===== config.mk =====
export PLATFORM = sky130hd
export DESIGN_NAME = pio_fifo_pair
export DESIGN_NICKNAME = d
export VERILOG_FILES = /design/src/rtl/pio_fifo_pair.sv
export SDC_FILE = /design/constraint.sdc
export NUM_CORES = 1
export LEC_CHECK = 0
export BUFFER_PORTS_ARGS = -buffer_cell sky130_fd_sc_hd__buf_2
export CAP_MARGIN = 40
export CORE_ASPECT_RATIO = 1.5
export CORE_MARGIN = 2
export CORE_UTILIZATION = 40
export CTS_BUF_LIST = sky130_fd_sc_hd__clkbuf_8
export DETAILED_ROUTE_END_ITERATION = 6
export PLACE_DENSITY_LB_ADDON = 0.15
export RECOVER_POWER = 100
export SLEW_MARGIN = 40
export SYNTH_ARGS = -nofsm -noshare
export SYNTH_HDL_FRONTEND = slang
export SYNTH_SLANG_ARGS = --single-unit

===== constraint.sdc =====
create_clock -name clk -period 4.2 [get_ports clk]
set_clock_uncertainty 0.1 [all_clocks]
set_input_delay 0.84 -clock clk [delete_from_list [all_inputs] [get_ports clk]]
set_output_delay 0.84 -clock clk [all_outputs]
set_load 0.1 [all_outputs]

===== src/rtl/pio_fifo_pair.sv =====
// pio_fifo_pair: paired TX/RX FIFO for one state machine.
//   TX is pushed by the bus and popped by the SM; RX is pushed by the SM and
//   popped by the bus. Both FIFOs share one 2*DEPTH-word store. Joining lends
//   the other FIFO's half to the owner and disables the donor.
// Ports:
//   clk, rst                  clock, async active-high reset
//   join_tx, join_rx          requested join mode (join_tx wins)
//   flush                     synchronous empty of both FIFOs
//   tx_push/tx_wdata, tx_pop/tx_rdata   TX write (bus) / read (SM)
//   rx_push/rx_wdata, rx_pop/rx_rdata   RX write (SM) / read (bus)
//   tx_/rx_ full, empty, level           status
//   flag_clr, flags           W1C sticky {rx_unf,rx_ovf,tx_unf,tx_ovf}

// Per-FIFO control: pointers, level, status and accept/error strobes.
// Pointers are logical (0..cap-1); the parent adds the storage base.
module pio_fifo_ctl #(
  parameter int DEPTH = 4,
  parameter int AW    = 3,
  parameter int LW    = 4
) (
  input  logic          clk,
  input  logic          rst,
  input  logic          en,
  input  logic          joined,
  input  logic          clr,
  input  logic          push,
  input  logic          pop,
  output logic          wr,
  output logic          rd,
  output logic          ovf_set,
  output logic          unf_set,
  output logic [AW-1:0] head,
  output logic [AW-1:0] tail,
  output logic [LW-1:0] level,
  output logic          full,
  output logic          empty
);
  logic [LW-1:0] lvl_q, cap;
  logic [AW-1:0] last;
  logic          full_i, empty_i, act;

  assign cap     = joined ? LW'(2*DEPTH) : LW'(DEPTH);
  assign last    = AW'(cap - LW'(1));
  assign full_i  = (lvl_q == cap);
  assign empty_i = (lvl_q == '0);

  // Disabled FIFO reads as both full and empty so neither side will use it.
  assign full  = ~en | full_i;
  assign empty = ~en | empty_i;
  assign level = en ? lvl_q : '0;

  assign act     = en & ~clr;
  assign wr      = act & push & ~full_i;
  assign rd      = act & pop  & ~empty_i;
  assign ovf_set = act & push &  full_i;
  assign unf_set = act & pop  &  empty_i;

  always_ff @(posedge clk or posedge rst) begin
    if (rst) begin
      lvl_q <= '0;
      head  <= '0;
      tail  <= '0;
    end else if (clr) begin
      lvl_q <= '0;
      head  <= '0;
      tail  <= '0;
    end else begin
      if (wr) tail <= (tail == last) ? '0 : tail + AW'(1);
      if (rd) head <= (head == last) ? '0 : head + AW'(1);
      if (wr && !rd)      lvl_q <= lvl_q + LW'(1);
      else if (rd && !wr) lvl_q <= lvl_q - LW'(1);
    end
  end
endmodule

module pio_fifo_pair #(
  parameter int WIDTH = 32,
  parameter int DEPTH = 4,
  localparam int AW   = $clog2(2*DEPTH),
  localparam int LW   = $clog2(2*DEPTH) + 1
) (
  input  logic             clk,
  input  logic             rst,
  input  logic             join_tx,
  input  logic             join_rx,
  input  logic             flush,
  input  logic             tx_push,
  input  logic [WIDTH-1:0] tx_wdata,
  input  logic             tx_pop,
  output logic [WIDTH-1:0] tx_rdata,
  input  logic             rx_push,
  input  logic [WIDTH-1:0] rx_wdata,
  input  logic             rx_pop,
  output logic [WIDTH-1:0] rx_rdata,
  output logic             tx_full,
  output logic             tx_empty,
  output logic             rx_full,
  output logic             rx_empty,
  output logic [LW-1:0]    tx_level,
  output logic [LW-1:0]    rx_level,
  input  logic [3:0]       flag_clr,
  output logic [3:0]       flags
);
  // Lane 0 = TX, lane 1 = RX. mode_q[0]: TX joined, mode_q[1]: RX joined.
  logic [1:0]            mode_q, eff_mode;
  logic                  mode_chg, clr;
  logic [1:0]            push_v, pop_v, en_v, wr_v, rd_v, ovf_v, unf_v, full_v, empty_v;
  logic [1:0][WIDTH-1:0] wdata_v, rdata_q;
  logic [1:0][AW-1:0]    head_v, tail_v, base_v, waddr_v, raddr_v;
  logic [1:0][LW-1:0]    level_v;
  logic [3:0]            flags_q;
  logic [WIDTH-1:0]      mem [2*DEPTH];

  assign eff_mode = join_tx ? 2'b01 : (join_rx ? 2'b10 : 2'b00);
  assign mode_chg = (eff_mode != mode_q);
  // A mode change reshapes both FIFOs, so it empties them like a flush.
  assign clr      = flush | mode_chg;

  assign push_v  = {rx_push, tx_push};
  assign pop_v   = {rx_pop, tx_pop};
  assign wdata_v = {rx_wdata, tx_wdata};
  assign en_v    = {~mode_q[0], ~mode_q[1]};
  // RX lives in the upper half unless it owns the whole store.
  assign base_v  = {(mode_q[1] ? AW'(0) : AW'(DEPTH)), AW'(0)};

  for (genvar i = 0; i < 2; i++) begin : g_fifo
    pio_fifo_ctl #(.DEPTH(DEPTH), .AW(AW), .LW(LW)) u_ctl (
      .clk(clk), .rst(rst), .en(en_v[i]), .joined(mode_q[i]), .clr(clr),
      .push(push_v[i]), .pop(pop_v[i]), .wr(wr_v[i]), .rd(rd_v[i]),
      .ovf_set(ovf_v[i]), .unf_set(unf_v[i]), .head(head_v[i]), .tail(tail_v[i]),
      .level(level_v[i]), .full(full_v[i]), .empty(empty_v[i])
    );
    assign waddr_v[i] = base_v[i] + tail_v[i];
    assign raddr_v[i] = base_v[i] + head_v[i];
  end

  // Storage is not reset; writes are held off while rst is asserted.
  always_ff @(posedge clk) begin
    for (int i = 0; i < 2; i++)
      if (wr_v[i] && !rst) mem[waddr_v[i]] <= wdata_v[i];
  end

  always_ff @(posedge clk or posedge rst) begin
    if (rst) begin
      mode_q  <= 2'b00;
      rdata_q <= '0;
      flags_q <= '0;
    end else begin
      if (mode_chg) mode_q <= eff_mode;
      for (int i = 0; i < 2; i++)
        if (rd_v[i]) rdata_q[i] <= mem[raddr_v[i]];
      // Set wins over a same-cycle clear.
      flags_q <= (flags_q & ~flag_clr) | {unf_v[1], ovf_v[1], unf_v[0], ovf_v[0]};
    end
  end

  assign tx_rdata = rdata_q[0];
  assign rx_rdata = rdata_q[1];
  assign tx_full  = full_v[0];
  assign tx_empty = empty_v[0];
  assign rx_full  = full_v[1];
  assign rx_empty = empty_v[1];
  assign tx_level = level_v[0];
  assign rx_level = level_v[1];
  assign flags    = flags_q;
endmodule


==> results of run 1 <==
layout make-up:
class                           instances  area, µm²  area share, %
Multi-Input combinational cell        737       8190          38.49
Antenna cell                            1      2.502        0.01176
Clock buffer                           73       1005          4.722
Clock inverter                         33      176.4         0.8291
Tap cell                              594      743.2          3.493
Sequential cell                       346       9958          46.80
Inverter                               16      61.31         0.2881
Timing Repair Buffer                  206       1142          5.368
worst max path at each step:
| stage | to | slack (ns) | cells past startpoint |
|---|---|---|---|
| after global placement | mem[4][29] | 0.47 | 7 |
| after floorplan | mem[4][0] | 0.007 | 3 |
| after global routing | mem[1][14] | 0.35 | 6 |
| after detailed placement | mem[5][28] | 0.56 | 7 |
| after CTS | mem[5][0] | 0.81 | 6 |
| final | rx_rdata[2] | 0.48 | 5 |
cells in the final DEF (no fill, tap or decap), types with 4 or more instances in the layout:
master and instances:
mux2_4 7, o211ai_1 5, mux4_2 128, ha_1 8, dfrtp_4 5, buf_4 16, buf_12 8, nand2b_1 5
a21oi_1 44, buf_2 74, xnor2_1 4, inv_1 29, nand4b_1 4, nand3_1 5, nor2_1 42, edfxtp_1 256
clkinv_2 14, mux2_2 168, clkbuf_1 93, o22ai_1 4, nand2_1 61, mux2i_1 70, nor2b_1 9, clkbuf_2 10
clkbuf_8 73, nor3_1 8, mux2_1 82, o21bai_4 5, o21ai_0 34, dfrtp_1 85
power by group through the flow:
| stage | sequential [W] | combinational, W | clock, W |
|---|---|---|---|
| after floorplan | 0.00608 | 0.000550 | 0 |
| after global placement | 0.00417 | 0.00298 | 0 |
| after detailed placement | 0.00417 | 0.00300 | 0 |
| after CTS | 0.00411 | 0.00300 | 0.00315 |
| after global routing | 0.00415 | 0.00299 | 0.00329 |
| final | 0.00411 | 0.00287 | 0.00306 |
metrics by stage:
| step | cell area, µm² | instances | util, % |
|---|---|---|---|
| after detailed placement | 20600 | 1898 | 44.09 |
| after global routing | 21280 | 2006 | 45.54 |
| after CTS | 21780 | 2004 | 46.62 |
| after global placement | 20430 | 1889 | 43.73 |
| after floorplan | 18990 | 1184 | - |
| final | 21280 | 2006 | 45.54 |
registers in the layout, summed over array words and instances, names as in the netlist:
name,cells
mem,256
rx_rdata,32
tx_rdata,32
g_fifo.u_ctl.lvl_q,8
g_fifo.u_ctl.head,6
g_fifo.u_ctl.tail,6
flags,4
mode_q,2
logic make-up (layout without fill, tap and decap cells):
kind of cell / Yosys count / in the layout / synth area share (%)
multiplexers: 455 / 455 / 35.49
flip-flops: 346 / 346 / 52.40
AND/OR/NAND/NOR: 152 / 152 / 4.162
AO/OA/AOI/OAI: 111 / 111 / 3.463
buffers and inverters: 101 / 328 / 3.285
adder cells (fa/ha/maj): 10 / 10 / 0.7388
XOR/XNOR: 9 / 9 / 0.4552
other: 0 / 1 / 0
metal layers:
layer | vias to the layer above | track usage [%] | part of all wire, %
met5 | - | 0 | 0
met4 | 0 | 4.878 | 1.4
met3 | 57 | 2.719 | 3.5
met2 | 256 | 38.43 | 53
met1 | 5934 | 26.44 | 42
li1 | 5060 | - | -
worst reg2reg max path, cell delays in order, from the launching register on:
cell	delay (ns)
dfrtp_1	0.57
buf_4	0.24
xor2_1	1.35
clkbuf_2	0.72
mux2i_1	0.47
a21oi_1	0.12
==> run metrics, run 1 <==
status=finished, violations left; violated checks=capacitance limit, slew limit; TritonCTS clock tree=done; area leader, netlist=edfxtp_1; drt pass-1 iters=5; core footprint=0.04673 mm²; Slowest cell on crit path=xor2_1; DR iter-0 viols=674; Seq/Total Area, Yosys=52.40%; TritonCTS Buffers=57; final wirelength=51.29 mm; fin crit period=3.722 ns; Layout Nets=1,451; synthesized area per cell=16.02 µm²; vias in the first global route=12,246; Worst-Skew Late Latency=0.62 ns; Setup WS pre-CTS=0.5633 ns; port buffer count=156; GP Congestion=0.7564; WP data arrival=4.08 ns; power density over the cells=471.9 mW/mm²; Logic pwr share=28.6%; ranking of synthesized cells by area=edfxtp_1, mux4_2, dfrtp_1; Hold WS=0.3034 ns; Power, Total=0.01004 W; Max-Cap Viols=3; maximum fanout along the worst path=13; vias per inst=5.637; drc violations=0; WP buf/inv=2; Final Cycle Share=88.62%; Mapped Area=0.01897 mm²; Hold Path Class=in2reg; Hold Crit Start=flag_clr[3]; CTS H-Tree Depth=2; Worst-path clk slew=0.06 ns; TNS Setup=0 ns; Die ar.=0.04921 mm²; CTS resizes=0; P_sw=0.004072 W; layout cells sized above 1=37.28%; clock tree root driver cell=clkbuf_8; first-pass GRT wire length=77.93 mm; all-layer global routing usage=21.05%; P&R area growth vs syn=12.18%; Lkg Pwr=7.255 nW; CP startpoint kind=flop; peak supply drop=0.0005129 V; initial antenna violation count=1; reg2reg path depth=5; R2R Path End=rx_rdata[2]; Cell Rows=97; Setup CP Type=reg2reg; syn_nets=1,271; top_reg_cell synth=edfxtp_1; commonest cells in the netlist=edfxtp_1, mux2_2, mux4_2; fmax=0.2687 GHz; most frequent cell after synthesis=edfxtp_1; hold path depth=2; vias post-DR=11,307; hold_buf cts=0; clock sinks=346; largest net degree at the start of global routing=74; Max Slew Vio Count=114; synth warn=0; die extent in x=181.8 µm; Crit. Startpoint=mode_q[1]; Fin. Hold Viols=0; Post-DP HPWL=33.62 mm; EDFF count, synth=256; maximum root-to-sink buffer count=3; CP endpoint kind=flop; post-route worst setup slack=0.4778 ns; Slew @ Worst Pin=1.772 ns; Async SR Flop Fraction=26.01%; slowest stage delay, CP=1.34 ns; Flop pwr share=41.0%; total internal power=0.005970 W; Yosys reg bits=346; share of the synthesized area in the top cell type=40.53%; Top delay family on crit path=XOR/XNOR gates; worst hold path endpoint=flags[3]; Final setup viols=0; Die Y=270.7 µm; Worst slew margin=-18.54%; num ports=157; worst reg2reg setup slack=0.48 ns; Final ANT Viol Nets=0; clock power share=30.5%; CP Cell Sequence=buf_4 -> xor2_1 -> clkbuf_2 -> mux2i_1 -> a21oi_1; Initial Util=40.59%; RSZ-0062 raised after global routing=false; filler instances=4,246; Worst Path Required=4.56 ns; sw frac=40.55%; Synth Instances=1,184; RR Startpoint=mode_q[1]; postcts setup bufs=0; Avg WL per Cell=25.57 µm; Yosys cell types=51; GR Overflow Total=0
No activity file was read; power rests on OpenSTA's default activity.
==> inputs of run 2 (changes only) <==
--- a/config.mk
+++ b/config.mk
@@ -10,9 +10,9 @@
 export CORE_ASPECT_RATIO = 1.5
 export CORE_MARGIN = 2
 export CORE_UTILIZATION = 40
-export CTS_BUF_LIST = sky130_fd_sc_hd__clkbuf_8
+export CTS_BUF_LIST = sky130_fd_sc_hd__clkbuf_16
 export DETAILED_ROUTE_END_ITERATION = 6
-export PLACE_DENSITY_LB_ADDON = 0.15
+export PLACE_DENSITY_LB_ADDON = 0.25
 export RECOVER_POWER = 100
 export SLEW_MARGIN = 40
 export SYNTH_ARGS = -nofsm -noshare
==> run 2 against run 1 <==
Compared with the run above: critical path depth is 1 higher; utilization is 0.088 points higher; the flow still finishes with violations (capacitance limit, slew limit); count of clock-buffer cells in the layout is 34 lower; largest power group unchanged; maximum frequency is 3.7% higher; largest cell class unchanged; sequential share of layout area is 0.090 points lower.
==> run metrics, run 2 (synthesized netlist as in run 1, its figures left out) <==
status=finished, violations left; violated checks=capacitance limit, slew limit; initial antenna violation count=5; Final Util=45.63%; Slew @ Worst Pin=1.904 ns; RSZ-0062 raised after global routing=false; Antenna Cells=0; CP startpoint kind=flop; Fin. Hold Viols=0; layout cells sized above 1=36.32%; WP data arrival=3.77 ns; num ports=157; total internal power=0.006278 W; fin crit period=3.591 ns; Worst slew margin=-26.95%; RR Startpoint=mode_q[0]; Final Cycle Share=85.49%; postcts setup bufs=0; Worst Path Required=4.38 ns; Largest register FFs=256; Avg WL per Cell=26.26 µm; clock sinks=346; maximum fanout along the worst path=16; Top delay family on crit path=simple AND/OR/NAND/NOR gates; WP buf/inv=1; power density over the cells=484.6 mW/mm²; final wirelength=51.68 mm; drt pass-1 iters=5; Layout Nets=1,432; Logic pwr share=27.9%; TritonCTS clock tree=done; vias post-DR=11,302; CTS resizes=0; Cell Rows=97; peak supply drop=0.0003828 V; core footprint=0.04673 mm²; TritonCTS Buffers=37; commonest non-fill, non-tap cell in the layout=edfxtp_1; Initial Util=40.59%; R2R Path End=mem[7][0]; TNS Setup=0 ns; Hold Path Class=reg2reg; Hold WS=0.3799 ns; vias in the first global route=12,067; Max Slew Vio Count=157; hold path depth=2; P_sw=0.004053 W; slowest stage delay, CP=0.69 ns; M1 WL=20.83 mm; Worst-Skew Late Latency=0.54 ns; Crit path top cell by count=nor3_1; met2 routed WL=26.44 mm; P&R area growth vs syn=12.40%; Final setup viols=0; Lkg Pwr=7.234 nW; worst hold path endpoint=tx_rdata[29]; die extent in x=181.8 µm; sw frac=39.23%; Die ar.=0.04921 mm²; clock power share=32.2%; CTS H-Tree Depth=2; CP endpoint kind=flop; Flop pwr share=39.9%; clock tree root driver cell=clkbuf_16; most frequent cells in the layout=edfxtp_1, mux2_2, mux4_2; port buffer count=156; worst reg2reg setup slack=0.61 ns; maximum root-to-sink buffer count=3; CP Cell Sequence=nor3_1 -> and2_0 -> nand3_4 -> nor3_1 -> clkbuf_2 -> mux2_2; DR top layer=met5; Worst-path clk slew=0.06 ns; vias per inst=5.743; fmax=0.2785 GHz; first-pass GRT wire length=77.15 mm; Setup WS pre-CTS=0.6479 ns; reg2reg path depth=6; Max-Cap Viols=3; CP Depth=6; WL met3=2.989 mm; GR Overflow Total=0; Post-DP HPWL=32.96 mm; Slowest cell on crit path=clkbuf_2; DR iter-0 viols=736; Die Y=270.7 µm; Final ANT Viol Nets=0; hold_buf cts=0; post-route worst setup slack=0.6093 ns; drc violations=0; filler instances=4,215; Setup CP Type=reg2reg; GP Congestion=0.7876; all-layer global routing usage=21.00%; Hold Crit Start=tx_rdata[29]; largest net degree at the start of global routing=74
[run 2: cell count changes in the layout (fill, tap and decap cells not counted), moves of 3 or more]
cell       previous run  this run
clkinv_1              2         7
clkbuf_8             73         0
buf_4                16        19
clkbuf_2             10        13
clkinv_2             14         8
clkbuf_16             0        39
bufinv_16             1         4
inv_1                29        19
clkbuf_1             93        90
[run 2: how the worst max path moves through the flow]
stage	slack, ns	endpoint	from
finish	0.61	mem[7][0]	mode_q[0]
global route	0.42	mem[3][6]	mode_q[0]
CTS	0.95	mem[1][2]	mode_q[1]
detailed placement	0.65	mem[1][8]	join_tx
global placement	0.60	mem[3][11]	join_tx
floorplan	0.007	mem[4][0]	rst
[run 2: cell type report]
| cell class | instances | area (µm²) | area share, % |
|---|---|---|---|
| sequential | 346 | 9958 | 46.71 |
| multi-input combinational | 737 | 8192 | 38.42 |
| timing repair buffer | 207 | 1144 | 5.364 |
| clock buffer | 39 | 975.9 | 4.577 |
| tap | 594 | 743.2 | 3.486 |
| clock inverter | 29 | 246.5 | 1.156 |
| inverter | 16 | 61.31 | 0.2876 |
[run 2: stage by stage]
stage          cells  total power (W)  area (µm²)
6_report        1968          0.01033       21320
5_1_grt         1968          0.01069       21320
4_1_cts         1967          0.01053       21820
3_5_place_dp    1899         0.007190       20600
3_3_place_gp    1896         0.007164       20520
2_1_floorplan   1184         0.006629       18990
[run 2: worst min-delay path: stages (launching register included)]
cell and delay [ns]:
dfrtp_1 0.34, nand2_1 0.04, o21ai_0 0.06
[run 2: routing by layer]
metal	vias up	track usage (%)
met5	-	0
met4	6	6.568
met3	76	3.890
met2	335	37.02
met1	5869	26.07
li1	5016	-
[run 2: power by group through the flow]
stage	registers [W]	clock network (W)	logic, W
after floorplan	0.00608	0	0.000550
after global placement	0.00418	0	0.00299
after detailed placement	0.00418	0	0.00301
after CTS	0.00411	0.00340	0.00301
after global routing	0.00415	0.00353	0.00301
final	0.00412	0.00333	0.00288
==> inputs of run 3 (changes only) <==
--- a/config.mk
+++ b/config.mk
@@ -5,7 +5,7 @@
 export SDC_FILE = /design/constraint.sdc
 export NUM_CORES = 1
 export LEC_CHECK = 0
-export BUFFER_PORTS_ARGS = -buffer_cell sky130_fd_sc_hd__buf_2
+export BUFFER_PORTS_ARGS = -buffer_cell sky130_fd_sc_hd__clkbuf_2
 export CAP_MARGIN = 40
 export CORE_ASPECT_RATIO = 1.5
 export CORE_MARGIN = 2
==> run 3 against run 2 <==
Compared with the run above: the flow still finishes with violations (capacitance limit, slew limit); clock power up 1%; count of clock-buffer cells in the layout fell by 1; wire length decreased by 1.6%; combinational power about the same; global-route usage shrank 0.18 points; cell area down 0.15%; hold slack lost 0.0087 ns; maximum frequency is 4.0% lower; sequential power about the same; critical path type unchanged; largest power group unchanged.
==> run metrics, run 3 (synthesized netlist as in run 1, its figures left out) <==
Worst slew margin=-16.33%; vias in the first global route=12,199; Antenna Cells=0; vias per inst=5.699; drt pass-1 iters=5; CP endpoint kind=flop; GP Congestion=0.7804; fin crit period=3.742 ns; Setup CP Type=reg2reg; Cell Rows=97; Top Usage Layer GRT=met2; maximum fanout along the worst path=16; num ports=157; violated checks=capacitance limit, slew limit; most frequent cells in the layout=edfxtp_1, mux2_2, mux4_2; P&R area growth vs syn=12.23%; layout cells sized above 1=35.38%; Worst-Skew Late Latency=0.54 ns; first-pass GRT wire length=76.92 mm; WP data arrival=3.92 ns; Post-DP HPWL=32.84 mm; all-layer global routing usage=20.82%; Hold WS=0.3712 ns; CP startpoint kind=flop; TNS Setup=0 ns; status=finished, violations left; Final Cycle Share=89.09%; Lkg Pwr=7.244 nW; Final ANT Viol Nets=0; post-route worst setup slack=0.4582 ns; clock tree root driver cell=clkbuf_16; filler instances=4,255; DR iter-0 viols=669; postcts setup bufs=0; power density over the cells=486.9 mW/mm²; Avg WL per Cell=25.73 µm; CTS resizes=0; fmax=0.2672 GHz; hold_buf cts=0; final wirelength=50.85 mm; initial antenna violation count=4; RSZ-0062 raised after global routing=false; Hold Path Class=in2reg; Power, Total=0.01037 W; Slew @ Worst Pin=1.745 ns; clock sinks=346; GR Overflow Total=0; vias post-DR=11,261; core footprint=0.04673 mm²; met1 Track Usage GR=25.26%; drc violations=0; largest net degree at the start of global routing=74; Final setup viols=0; TritonCTS clock tree=done; Fin. Hold Viols=0; CTS H-Tree Depth=2; grt met2 use=37.21%; Largest register FFs=256; peak supply drop=0.0004658 V; Max-Cap Viols=3; GRT met3 Usage=3.379%; Setup WS pre-CTS=0.6090 ns; Die Y=270.7 µm; Die ar.=0.04921 mm²; commonest non-fill, non-tap cell in the layout=edfxtp_1; TritonCTS Buffers=38; port buffer count=156; Initial Util=40.59%; die extent in x=181.8 µm; Max Slew Vio Count=122; maximum root-to-sink buffer count=3; Worst-path clk slew=0.06 ns; Layout Nets=1,439; Worst Path Required=4.37 ns
run 3: through the flow:
stage | area [µm²] | cells | util [%]
floorplan | 18990 | 1184 | -
global placement | 20500 | 1902 | 43.87
detailed placement | 20580 | 1906 | 44.05
CTS | 21820 | 1976 | 46.69
global route | 21290 | 1976 | 45.56
finish | 21290 | 1976 | 45.56
run 3: critical path: stages, from the launching register on:
cell	delay, ns
dfrtp_1	0.85
xnor2_1	0.25
and2_0	0.41
nand3_4	0.23
nor3_1	0.71
clkbuf_2	0.54
mux2_1	0.38
run 3: layout make-up:
cell class / instances / area, µm² / share of cell area (%)
clock buffer: 38 / 950.9 / 4.467
tap: 594 / 743.2 / 3.491
clock inverter: 32 / 285.3 / 1.340
timing repair buffer: 213 / 1087 / 5.108
sequential: 346 / 9955 / 46.76
multi-input combinational: 737 / 8205 / 38.54
inverter: 16 / 61.31 / 0.2880
run 3: routing by layer:
layer | up-vias | part of all wire (%)
li1 | 5028 | -
met1 | 5814 | 40
met2 | 316 | 52
met3 | 95 | 5.1
met4 | 8 | 3.5
met5 | - | 0.085
run 3: where the power goes:
| group | switching [W] | leakage, nW | internal (W) |
|---|---|---|---|
| Combinational | 0.00247 | 3.12 | 0.000388 |
| Sequential | 0.000179 | 3.49 | 0.00396 |
| Clock | 0.00141 | 0.640 | 0.00196 |
| Total | 0.00406 | 7.24 | 0.00630 |
run 3: worst paths after layout:
| path | start | endpoint | slack [ns] | cells past startpoint |
|---|---|---|---|---|
| setup reg to reg | mode_q[1] | mem[7][19] | 0.46 | 6 |
| hold reg to reg | tx_rdata[4] | tx_rdata[4] | 0.38 | 2 |
| min in group asynchronous | rst | tx_rdata[30] | 0.55 | 3 |
| setup / recovery | mode_q[1] | mem[7][19] | 0.46 | 6 |
| hold / removal | flag_clr[3] | flags[3] | 0.37 | 2 |
| max in group asynchronous | rst | rx_rdata[12] | 2.21 | 3 |
